## src/rtl/mailbox_rx_port.sv

```systemverilog
// Receive end of the inter-CPU mailbox: pops one FIFO entry at a time and holds it for the CPU.
// Optional source-ID / reserved-header checking is enabled with `define MAILBOX_RX_SRC_CHECK_EN.
module mailbox_rx_port #(
   parameter int W_WIDTH_SYS = 32,
   parameter int WIDTH_ADDR  = 32,
   parameter int N_NUMB_CPU  = 4,
   parameter int CPU_ID      = 0,
   parameter int FIFO_DATA   = W_WIDTH_SYS + WIDTH_ADDR + 32,
   parameter int SRC_W       = $clog2(N_NUMB_CPU)
) (
   input  logic                   clk,
   input  logic                   rst_n,
   input  logic                   fifo_empty_i,
   output logic                   fifo_rd_o,
   input  logic [FIFO_DATA-1:0]   fifo_data_i,
   output logic                   msg_valid_o,
   input  logic                   msg_ready_i,
   output logic [W_WIDTH_SYS-1:0] msg_data_o,
   output logic [WIDTH_ADDR-1:0]  msg_addr_o,
   output logic [SRC_W-1:0]       msg_src_o,
   output logic [7:0]             msg_tag_o,
   output logic                   irq_o,
   output logic [15:0]            rx_count_o,
   output logic                   err_o,
   input  logic                   err_clr_i
);

   typedef enum logic [1:0] {S_IDLE, S_WAIT, S_HOLD} state_t;

   if (CPU_ID < 0 || CPU_ID >= N_NUMB_CPU) begin : g_bad_cpu_id
      $error("mailbox_rx_port: CPU_ID outside 0..N_NUMB_CPU-1");
   end

   state_t                 state_q;
   logic                   run_q;
   logic                   msg_valid_q;
   logic                   irq_q;
   logic [W_WIDTH_SYS-1:0] msg_data_q;
   logic [WIDTH_ADDR-1:0]  msg_addr_q;
   logic [SRC_W-1:0]       msg_src_q;
   logic [7:0]             msg_tag_q;
   logic [15:0]            rx_count_q;
   logic [15:0]            rx_count_d;

   logic [31:0] hdr;
   logic        handshake;
   logic        pop;
   logic        src_bad;

   assign hdr        = fifo_data_i[FIFO_DATA-1 -: 32];
   assign handshake  = msg_valid_q & msg_ready_i;
   assign rx_count_d = rx_count_q + 16'd1;

   // run_q holds off popping until the first edge after reset release, so a FIFO
   // that is non-empty during reset is never popped.
   assign pop = run_q & ~fifo_empty_i &
                ((state_q == S_IDLE) | ((state_q == S_HOLD) & handshake));

`ifdef MAILBOX_RX_SRC_CHECK_EN
   localparam logic [7:0] SRC_LIMIT = 8'(N_NUMB_CPU);

   logic err_evt;
   logic err_q;
   logic err_d;

   assign src_bad = (hdr[7:0] >= SRC_LIMIT);
   assign err_evt = (state_q == S_WAIT) & (src_bad | (|hdr[31:16]));

   // A new error event outranks a simultaneous clear.
   always_comb begin
      err_d = err_q;
      if (err_clr_i) err_d = 1'b0;
      if (err_evt)   err_d = 1'b1;
   end

   always_ff @(posedge clk or negedge rst_n) begin
      if (!rst_n) err_q <= 1'b0;
      else        err_q <= err_d;
   end

   assign err_o = err_q;
`else
   logic unused_hdr;

   assign src_bad    = 1'b0;
   assign unused_hdr = ^{hdr[31:SRC_W], err_clr_i};
   assign err_o      = 1'b0;
`endif

   always_ff @(posedge clk or negedge rst_n) begin
      if (!rst_n) begin
         state_q     <= S_IDLE;
         run_q       <= 1'b0;
         msg_valid_q <= 1'b0;
         irq_q       <= 1'b0;
         msg_data_q  <= '0;
         msg_addr_q  <= '0;
         msg_src_q   <= '0;
         msg_tag_q   <= '0;
         rx_count_q  <= '0;
      end else begin
         run_q <= 1'b1;
         unique case (state_q)
            S_IDLE: begin
               if (pop) state_q <= S_WAIT;
            end
            S_WAIT: begin
               if (src_bad) begin
                  state_q <= S_IDLE;
               end else begin
                  state_q     <= S_HOLD;
                  msg_valid_q <= 1'b1;
                  irq_q       <= 1'b1;
                  msg_data_q  <= fifo_data_i[W_WIDTH_SYS-1:0];
                  msg_addr_q  <= fifo_data_i[W_WIDTH_SYS +: WIDTH_ADDR];
                  msg_src_q   <= hdr[SRC_W-1:0];
                  msg_tag_q   <= hdr[15:8];
               end
            end
            S_HOLD: begin
               if (handshake) begin
                  msg_valid_q <= 1'b0;
                  irq_q       <= 1'b0;
                  rx_count_q  <= rx_count_d;
                  state_q     <= pop ? S_WAIT : S_IDLE;
               end
            end
            default: state_q <= S_IDLE;
         endcase
      end
   end

   assign fifo_rd_o   = pop;
   assign msg_valid_o = msg_valid_q;
   assign irq_o       = irq_q;
   assign msg_data_o  = msg_data_q;
   assign msg_addr_o  = msg_addr_q;
   assign msg_src_o   = msg_src_q;
   assign msg_tag_o   = msg_tag_q;
   assign rx_count_o  = rx_count_q;

endmodule

```

## config.mk

```make
export PLATFORM = sky130hd
export DESIGN_NAME = mailbox_rx_port
export DESIGN_NICKNAME = d
export VERILOG_FILES = /design/src/rtl/mailbox_rx_port.sv
export SDC_FILE = /design/constraint.sdc
export NUM_CORES = 1
export LEC_CHECK = 0
export CORE_ASPECT_RATIO = 0.8
export CORE_UTILIZATION = 39
export DETAILED_ROUTE_END_ITERATION = 8
export PLACE_DENSITY = 0.84
export SETUP_SLACK_MARGIN = 0.3
export SYNTH_ARGS = -nofsm -noshare
export SYNTH_HDL_FRONTEND = slang
export SYNTH_SLANG_ARGS = --single-unit
```

## constraint.sdc

```tcl
create_clock -name clk -period 1.85 [get_ports clk]
set_input_delay 0.2775 -clock clk [delete_from_list [all_inputs] [get_ports clk]]
set_output_delay 0.2775 -clock clk [all_outputs]
set_load 0.02 [all_outputs]
```

==> flow_metrics.tcl, run 1 <==
set metrics [dict create \
    portBuffers 170 \
    yosys_warnings 0 \
    status "finished, final reports clean" \
    critPathArrivalTime_ns 1.71 \
    hold_violations 0 \
    avgSynthCellArea_um2 15.5 \
    fin_skew_ns 0.00890 \
    pin_count 195 \
    dpl.hpwl_um 6160 \
    vdd_ir_drop_max_uv 825 \
    syn-cell-area_mm2 0.00365 \
    routed.top_layer "met4" \
    drive_gt1_frac 0.258 \
    start_util 0.402 \
    hp-class "primary input to async pin" \
    end_kind "register" \
    die-height_um 88.5 \
    cts_made_buffers 9 \
    clock.fmax_mhz 666 \
    worstSetupPathType "register to register" \
    grt_max_degree 42 \
    clkTransAtPathRegs_ns 0.06 \
    wl_met1_um 3350 \
    viasPerCell 4.82 \
    firstDrtPassIters 4 \
    syn-num-nets 338 \
    instances_no_fill 537 \
    grt_usage 0.177 \
    dp.cells 518 \
    antenna_cells 0 \
    dieArea_mm2 0.00975 \
    finalCriticalPeriod_ns 1.50 \
    rsz0062_at_grt "yes" \
    crit_fanout 5 \
    synthCells 236 \
    slew_viol_final 0 \
    ys_top_cells_by_area "dfrtp_1 (64%), mux2_2 (23%), xnor2_1 (3.1%), buf_4 (1.2%), nand2_1 (1.0%)" \
    n_fill_cell 746 \
    ys_types 23 \
    tritoncts "done" \
    gp_congestion 0.716 \
    fin_nets 519 \
    met3_length_um 812 \
    cts.htree.levels 3 \
    clockBufferDepth 2 \
    wire_per_inst_um 15.5 \
    synth_top_area_share 0.644 \
    grt_overflow_total 0 \
    rows 31 \
    worstPathRequired_ns 2.06 \
    dr.first_iter.drc_count 65 \
    fp.dieW_um 110 \
    p_total_mw 8.88 \
    clk_latency_ns 0.33 \
    root_buffer "clkbuf_16" \
    dr_wl_met2_um 4080 \
    power_leakage_nw 2.62 \
    antenna_found_initial 0 \
    setup_viol 0 \
    syn_to_final_growth_pct 56.8 \
    maxCapViolCount 0 \
    period_share 0.812 \
    remaining_drc_errors 0 \
    antenna_left 0 \
    num_vias 2588 \
    synth_seq_cells 94 \
    critPathLaunchType "register" \
    grt_pass1_wl_um 13000 \
    cts_sinks 94 \
    powerDensity_mw_per_mm2 1550 \
    ys_seq_area_frac 0.644 \
    routed_wl_um 8300 \
    core_mm2 0.00908 \
    grt_pass1_vias 2757 \
    synth_area_leader_cell "dfrtp_1" \
]
-- cells by family (layout without fill, tap and decap cells) --
group           count (synthesis)  count (layout)  share of synthesized area
simple gates                   34              34                     0.0545
fa+ha+maj                       1               1                    0.00343
xor+xnor                       15              15                     0.0381
other cells                     2               2                    0.00206
flops                          94              94                      0.644
compound gates                  4               4                    0.00686
mux                            74              74                      0.228
buf+inv                        12             198                     0.0223
-- registers in the layout, summed over array words and instances, names as in the netlist --
| signal | flops |
|---|---|
| msg_addr_o | 32 |
| state_q | 2 |
| run_q | 1 |
| rx_count_o | 16 |
| msg_tag_o | 8 |
| msg_src_o | 2 |
| msg_data_o | 32 |
| irq_o | 1 |
-- per-stage QoR --
stage          hold slack, ns  utilization  TNS (ns)  instance area (um2)  setup slack (ns)
3_3_place_gp            0.225        0.609   -0.0924                 5530           -0.0702
4_1_cts                 0.430        0.629         0                 5710             0.169
2_1_floorplan         -0.0181            -         0                 3650             0.304
5_1_grt                 0.450        0.631         0                 5720             0.255
6_report                0.411        0.631         0                 5720             0.347
3_5_place_dp            0.225        0.609    -0.198                 5530           -0.0764
-- critical path, stage by stage (launching register included) --
cell	delay (ns)
dfrtp_1	0.41
and4b_1	0.28
buf_6	0.13
nand4_4	0.09
or3_4	0.35
xnor2_2	0.13
-- cell usage after synthesis --
master   instances
conb_1           2
xor2_1           1
xnor2_1         13
nand4_1          5
dfrtp_1         94
buf_2            5
or3_4            1
nor2_1           2
nor3_1           1
nand4_4          1
a21oi_1          2
and4_1           1
nand3_1          7
and4b_1          1
a21o_1           2
xnor2_2          1
and3_1           3
buf_4            6
nor2b_1          2
ha_1             1
nand2_1         10
buf_6            1
mux2_2          74
-- timing repair --
item                                   CTS  global route
pin swaps                                1             0
gates resized for setup                 94             7
setup endpoints to repair               93            11
hold buffers                             1             0
endpoints found under the hold margin   24             0
setup buffers                            1             1
-- area by class of cell --
class | count | area [um2] | share of cell area
Multi-Input combinational cell | 130 | 1230 | 0.214
Tap cell | 115 | 144 | 0.0251
Timing Repair Buffer | 182 | 1720 | 0.300
Sequential cell | 94 | 2350 | 0.411
Clock inverter | 4 | 32.5 | 0.00568
Clock buffer | 12 | 246 | 0.0431
-- metal layers --
metal	vias up	global-route usage
li1	1188	-
met1	1288	0.202
met2	106	0.302
met3	6	0.0758
met4	0	0.0538
met5	-	0
-- path summary, 6_finish.rpt --
path / from / to / slack (ns) / depth (start not counted)
max in group asynchronous: rst_n / msg_tag_o[0] / 0.89 / 3
setup / recovery: state_q[0] / rx_count_o[10] / 0.35 / 5
hold reg to reg: rx_count_o[15] / rx_count_o[15] / 0.47 / 1
setup reg to reg: state_q[0] / rx_count_o[10] / 0.35 / 5
min in group clk: rx_count_o[15] / rx_count_o[15] / 0.47 / 1
hold / removal: rst_n / msg_addr_o[22] / 0.41 / 2
-- placed cells by master, fill, tap and decap left out, types with 2 or more instances in the layout --
cell / synthesis / layout
a21o_1: 2 / 2
dfrtp_1: 94 / 92
clkinvlp_4: 0 / 2
dfrtp_2: 0 / 2
dlygate4sd2_1: 0 / 91
xnor2_1: 13 / 13
and3_1: 3 / 2
buf_12: 0 / 3
nor2_1: 2 / 2
clkbuf_16: 0 / 9
conb_1: 2 / 2
nand3_1: 7 / 7
clkbuf_1: 0 / 2
nand4_1: 5 / 5
clkinv_4: 0 / 2
buf_4: 6 / 9
mux2_2: 74 / 74
clkdlybuf4s50_1: 0 / 76
a21oi_1: 2 / 2
nand2_1: 10 / 10
-- report_power, final --
part / total [mW] / switching (mW) / internal [mW]
registers: 3.43 / 0.480 / 2.95
logic: 3.75 / 1.97 / 1.78
clock network: 1.70 / 0.751 / 0.953
total: 8.88 / 3.20 / 5.68
No activity file was read; power rests on OpenSTA's default activity.
==> run 2: changes to the inputs <==
- CORE_UTILIZATION: 39 -> 35
- PLACE_DENSITY: 0.84 -> 0.8
- clock period: 1.85 -> 1.3 ns (I/O delays scaled with it)
==> run 2 against run 1 <==
Net effect:
- the run now ends with setup timing left
- clock skew down 0.0047 ns
- fmax up 1.5%
- clock power up 55%
- highest routed layer unchanged
- flip-flop and latch count unchanged
- via count up 12%
- sequential power up 51%
- worst setup slack worse by 0.53 ns
- sequential share of layout area down 8.2 points
- global-route usage up 2.6 points
- register-to-register slack worse by 0.53 ns
- non-clock buffer count up 85
- wire length up 31%
==> flow_metrics.tcl, run 2 (same netlist as run 1, synthesis figures left out) <==
set metrics [dict create \
    tritoncts "done" \
    tightestPinTransition_ns 0.505 \
    fp.dieW_um 116 \
    root_buffer "clkbuf_16" \
    cts_made_buffers 9 \
    period_share 1.14 \
    clk_latency_ns 0.34 \
    rows 32 \
    start_util 0.369 \
    violations "setup timing" \
    dr.first_iter.drc_count 123 \
    critical-path-top-delay-family "simple AND/OR/NAND/NOR gates" \
    cp_slowest_cell "dfrtp_1" \
    grt_max_degree 95 \
    relSlewSlack 0.664 \
    dpl.hpwl_um 6450 \
    setup_viol 90 \
    cts.htree.levels 3 \
    stdcell_area_mm2 0.00716 \
    dp.cells 549 \
    antenna_left 0 \
    critPathArrivalTime_ns 1.71 \
    firstDrtPassIters 4 \
    routed_wl_um 10900 \
    vdd_ir_drop_max_uv 1520 \
    remaining_drc_errors 0 \
    rsz0062_at_grt "yes" \
    maxCapViolCount 0 \
    cpPeakStageDelay_ns 0.41 \
    end_kind "register" \
    num_vias 2901 \
    hp-class "primary input to async pin" \
    finalCriticalPeriod_ns 1.48 \
    status "complete, but fails checks" \
    core_mm2 0.00989 \
    instances_no_fill 643 \
    crit_fanout 4 \
    fin_skew_ns 0.00423 \
    syn_to_final_growth_pct 96.1 \
    clockBufferDepth 2 \
    powerDensity_mw_per_mm2 2380 \
    portBuffers 170 \
    final.setup.worst_slack_ns -0.180 \
    drive_gt1_frac 0.584 \
    antenna_cells 0 \
    hold_violations 0 \
    n_fill_cell 656 \
    gp_congestion 0.730 \
    final_common_cell "buf_6" \
    slew_viol_final 0 \
    clkTransAtPathRegs_ns 0.07 \
    worstPathRequired_ns 1.53 \
    grt_pass1_wl_um 16500 \
    wire_per_inst_um 17.0 \
    grt_overflow_total 0 \
    antenna_found_initial 0 \
    viasPerCell 4.51 \
    die-height_um 93.3 \
    regArea_mm2 0.00235 \
    p_total_mw 17.0 \
    dieArea_mm2 0.0108 \
    place_area_mm2 0.00578 \
    cts_sinks 94 \
    path_cells "and4b_2, nand4_4, or3_4, xnor2_2" \
    grt_pass1_vias 3086 \
    multi_input_area_mm2 0.00155 \
    pre_cts_slack_ns -0.523 \
    clock.fmax_mhz 676 \
    worstSetupPathType "register to register" \
    critPathLaunchType "register" \
    grt_usage 0.202 \
    most-common-layout-cells "buf_6 (99), dfrtp_1 (92), clkdlybuf4s50_1 (76), buf_4 (76), mux2_4 (74)" \
    pin_count 195 \
    power_leakage_nw 3.39 \
    fin_nets 604 \
    path_buf_inv 0 \
]
run 2: layer usage:
metal / GRT usage / routed length, um / part of all wire
met4: 0.0481 / 98 / 0.0090
met5: 0 / 0 / 0
met2: 0.351 / 5570 / 0.51
met3: 0.0603 / 690 / 0.063
met1: 0.246 / 4540 / 0.42
run 2: worst min-delay path, stage by stage:
cell and delay [ns]:
dlygate4sd3_1 0.52, buf_4 0.11, buf_12 0.38
run 2: cell type report:
cell class | count | share of cell area
multi-input cells | 130 | 0.216
flip-flops and latches | 94 | 0.329
clock buffers | 10 | 0.0320
clock inverters | 6 | 0.00962
well taps | 136 | 0.0238
repair buffers | 267 | 0.389
run 2: report_power, final:
part	switching (mW)	internal, mW	total [mW]	leakage (nW)
registers	0.988	4.21	5.19	1.14
logic	3.45	5.72	9.17	2.11
clock network	1.13	1.51	2.64	0.143
total	5.57	11.4	17.0	3.39
run 2: final timing paths:
kind,from,end,slack (ns),depth (start not counted)
worst max-delay path,state_q[0],rx_count_o[10],-0.18,4
worst min-delay path,rst_n,rx_count_o[7],0.43,3
worst max register to register,state_q[0],rx_count_o[10],-0.18,4
worst min register to register,msg_data_o[23],msg_data_o[23],0.54,1
max in group asynchronous,rst_n,state_q[1],0.47,3
min in group clk,fifo_data_i[9],msg_data_o[9],0.47,2
run 2: repair_timing:
action                                  CTS  global route
buffers inserted                         38            32
gates resized for setup                 606            14
hold buffers                              1             0
pin swaps                                 0             7
endpoints found under the setup margin  185           186
hold endpoints to repair                 94             0
cloned                                    5             2
run 2: through the flow:
| stage | TNS (ns) | utilization | hold slack (ns) |
|---|---|---|---|
| global placement | -13.65 | 0.585 | 0.278 |
| CTS | -7.02 | 0.689 | 0.455 |
| finish | -7.79 | 0.724 | 0.432 |
| global route | -12.18 | 0.724 | 0.463 |
| floorplan | -3.81 | - | -0.101 |
| detailed placement | -14.63 | 0.585 | 0.289 |
==> run 3: changes to the inputs <==
- CORE_ASPECT_RATIO: 0.8 -> 1.4
- GPL_TIMING_DRIVEN: not set -> 0
==> run 3 against run 2 <==
Net effect:
- the flow finishes with violations (hold timing, setup timing)
- cell count increased by 0.62%
- worst setup slack worse by 0.021 ns
- die area about the same
- critical path depth is 1 higher
- critical path type unchanged
- highest routed layer unchanged
==> flow_metrics.tcl, run 3 (same netlist as run 1, synthesis figures left out) <==
set metrics [dict create \
    grt_usage 0.189 \
    portBuffers 170 \
    slew_viol_final 0 \
    final.setup.worst_slack_ns -0.202 \
    clock.fmax_mhz 666 \
    pre_cts_slack_ns -0.482 \
    remaining_drc_errors 0 \
    core_mm2 0.0100 \
    grt_use_met1 0.208 \
    worstSetupPathType "register to register" \
    n_fill_cell 607 \
    dpl.hpwl_um 6480 \
    tightestPinTransition_ns 0.642 \
    path_buf_inv 1 \
    cts_made_buffers 9 \
    period_share 1.16 \
    grt_util_met2 0.340 \
    critPathArrivalTime_ns 1.72 \
    routed_wl_um 10700 \
    end_kind "register" \
    worstPathRequired_ns 1.52 \
    most-common-layout-cells "buf_6 (105), dfrtp_1 (86), buf_4 (78), clkdlybuf4s50_1 (76), mux2_4 (68)" \
    tritoncts "done" \
    antenna_left 0 \
    critPathLaunchType "register" \
    busiest_layer "met2" \
    pin_count 195 \
    stdcell_area_mm2 0.00728 \
    drive_gt1_frac 0.619 \
    antenna_found_initial 0 \
    wire_per_inst_um 16.6 \
    fin_hold_ws_ns -0.123 \
    start_util 0.365 \
    dp.cells 542 \
    vdd_ir_drop_max_uv 1410 \
    cts.htree.levels 3 \
    dr.first_iter.drc_count 82 \
    die-height_um 123 \
    firstDrtPassIters 4 \
    hp-class "primary input to async pin" \
    grt_pass1_vias 3097 \
    grt_max_degree 49 \
    rsz0062_at_grt "yes" \
    dieArea_mm2 0.0108 \
    relSlewSlack 0.572 \
    multi_input_area_mm2 0.00158 \
    clockBufferDepth 2 \
    violations "hold timing, setup timing" \
    finalCriticalPeriod_ns 1.50 \
    maxCapViolCount 0 \
    rows 43 \
    clk_latency_ns 0.33 \
    instances_no_fill 647 \
    cpPeakStageDelay_ns 0.41 \
    fp.dieW_um 88.3 \
    root_buffer "clkbuf_16" \
    num_vias 2958 \
    cts_sinks 94 \
    p_total_mw 17.4 \
    grtUsageMet3 0.0410 \
    antenna_cells 0 \
    clkTransAtPathRegs_ns 0.07 \
    place_area_mm2 0.00576 \
    power_leakage_nw 3.45 \
    syn_to_final_growth_pct 99.6 \
    setup_viol 89 \
    grt_overflow_total 0 \
    final_common_cell "buf_6" \
    regArea_mm2 0.00236 \
    fin_skew_ns 0.00675 \
    powerDensity_mw_per_mm2 2390 \
    status "complete, but fails checks" \
    fin_nets 610 \
    cp_slowest_cell "dfrtp_1" \
    finalSetupTns_ns -7.75 \
    critical-path-top-delay-family "simple AND/OR/NAND/NOR gates" \
    crit_fanout 5 \
    viasPerCell 4.57 \
    hold_violations 47 \
    gp_congestion 0.700 \
    grt_pass1_wl_um 15500 \
    path_cells "and4b_1, buf_6, nand4_4, or3_4, xnor2_2" \
]
[run 3: changes by cell type in the layout (fill, tap and decap cells not counted), sizes merged]
| cell | previous run | this run |
|---|---|---|
| clkinv | 2 | 0 |
| bufinv | 1 | 3 |
| clkbuf | 12 | 10 |
| dlygate4sd3 | 1 | 0 |
| buf | 188 | 197 |
| inv | 2 | 1 |
[run 3: power breakdown]
part           internal (mW)  switching, mW  total, mW
registers               4.21           1.02       5.24
clock network           1.93           1.08       3.01
logic                   5.71           3.44       9.15
total                   11.9           5.55       17.4
[run 3: worst paths after layout]
path                            depth (start not counted)            start  slack, ns             end
worst max-delay path                                    5       state_q[0]      -0.20  rx_count_o[10]
worst max register to register                          5       state_q[0]      -0.20  rx_count_o[10]
worst min-delay path                                    1            rst_n      -0.12  rx_count_o[13]
max in group asynchronous                               2            rst_n       0.76   rx_count_o[3]
min in group clk                                        2  fifo_data_i[49]       0.47  msg_addr_o[17]
worst min register to register                          1    msg_data_o[9]       0.53   msg_data_o[9]
[run 3: layout make-up]
| class | instances | area share |
|---|---|---|
| timing repair buffer | 261 | 0.362 |
| sequential | 94 | 0.324 |
| multi-input combinational | 130 | 0.217 |
| clock buffer | 10 | 0.0328 |
| buffer | 12 | 0.0256 |
| tap | 135 | 0.0232 |
| clock inverter | 5 | 0.0146 |
[run 3: repair_timing]
| action | in CTS | in global routing |
|---|---|---|
| pin swaps | 16 | 7 |
| cloned | 3 | 0 |
| gates resized for setup | 622 | 17 |
| setup buffers | 47 | 40 |
| endpoints found under the setup margin | 185 | 185 |
| hold endpoints to repair | 47 | 47 |
[run 3: layer usage]
layer / share of wire / vias up
met1: 0.37 / 1461
met4: 0.023 / 0
met5: 0 / -
met3: 0.061 / 19
met2: 0.55 / 116
li1: - / 1362
[run 3: through the flow]
step | util | hold slack [ns]
after global routing | 0.728 | -0.0758
after CTS | 0.690 | -0.112
final | 0.728 | -0.123
after floorplan | - | -0.101
after detailed placement | 0.576 | 0.253
after global placement | 0.573 | 0.462
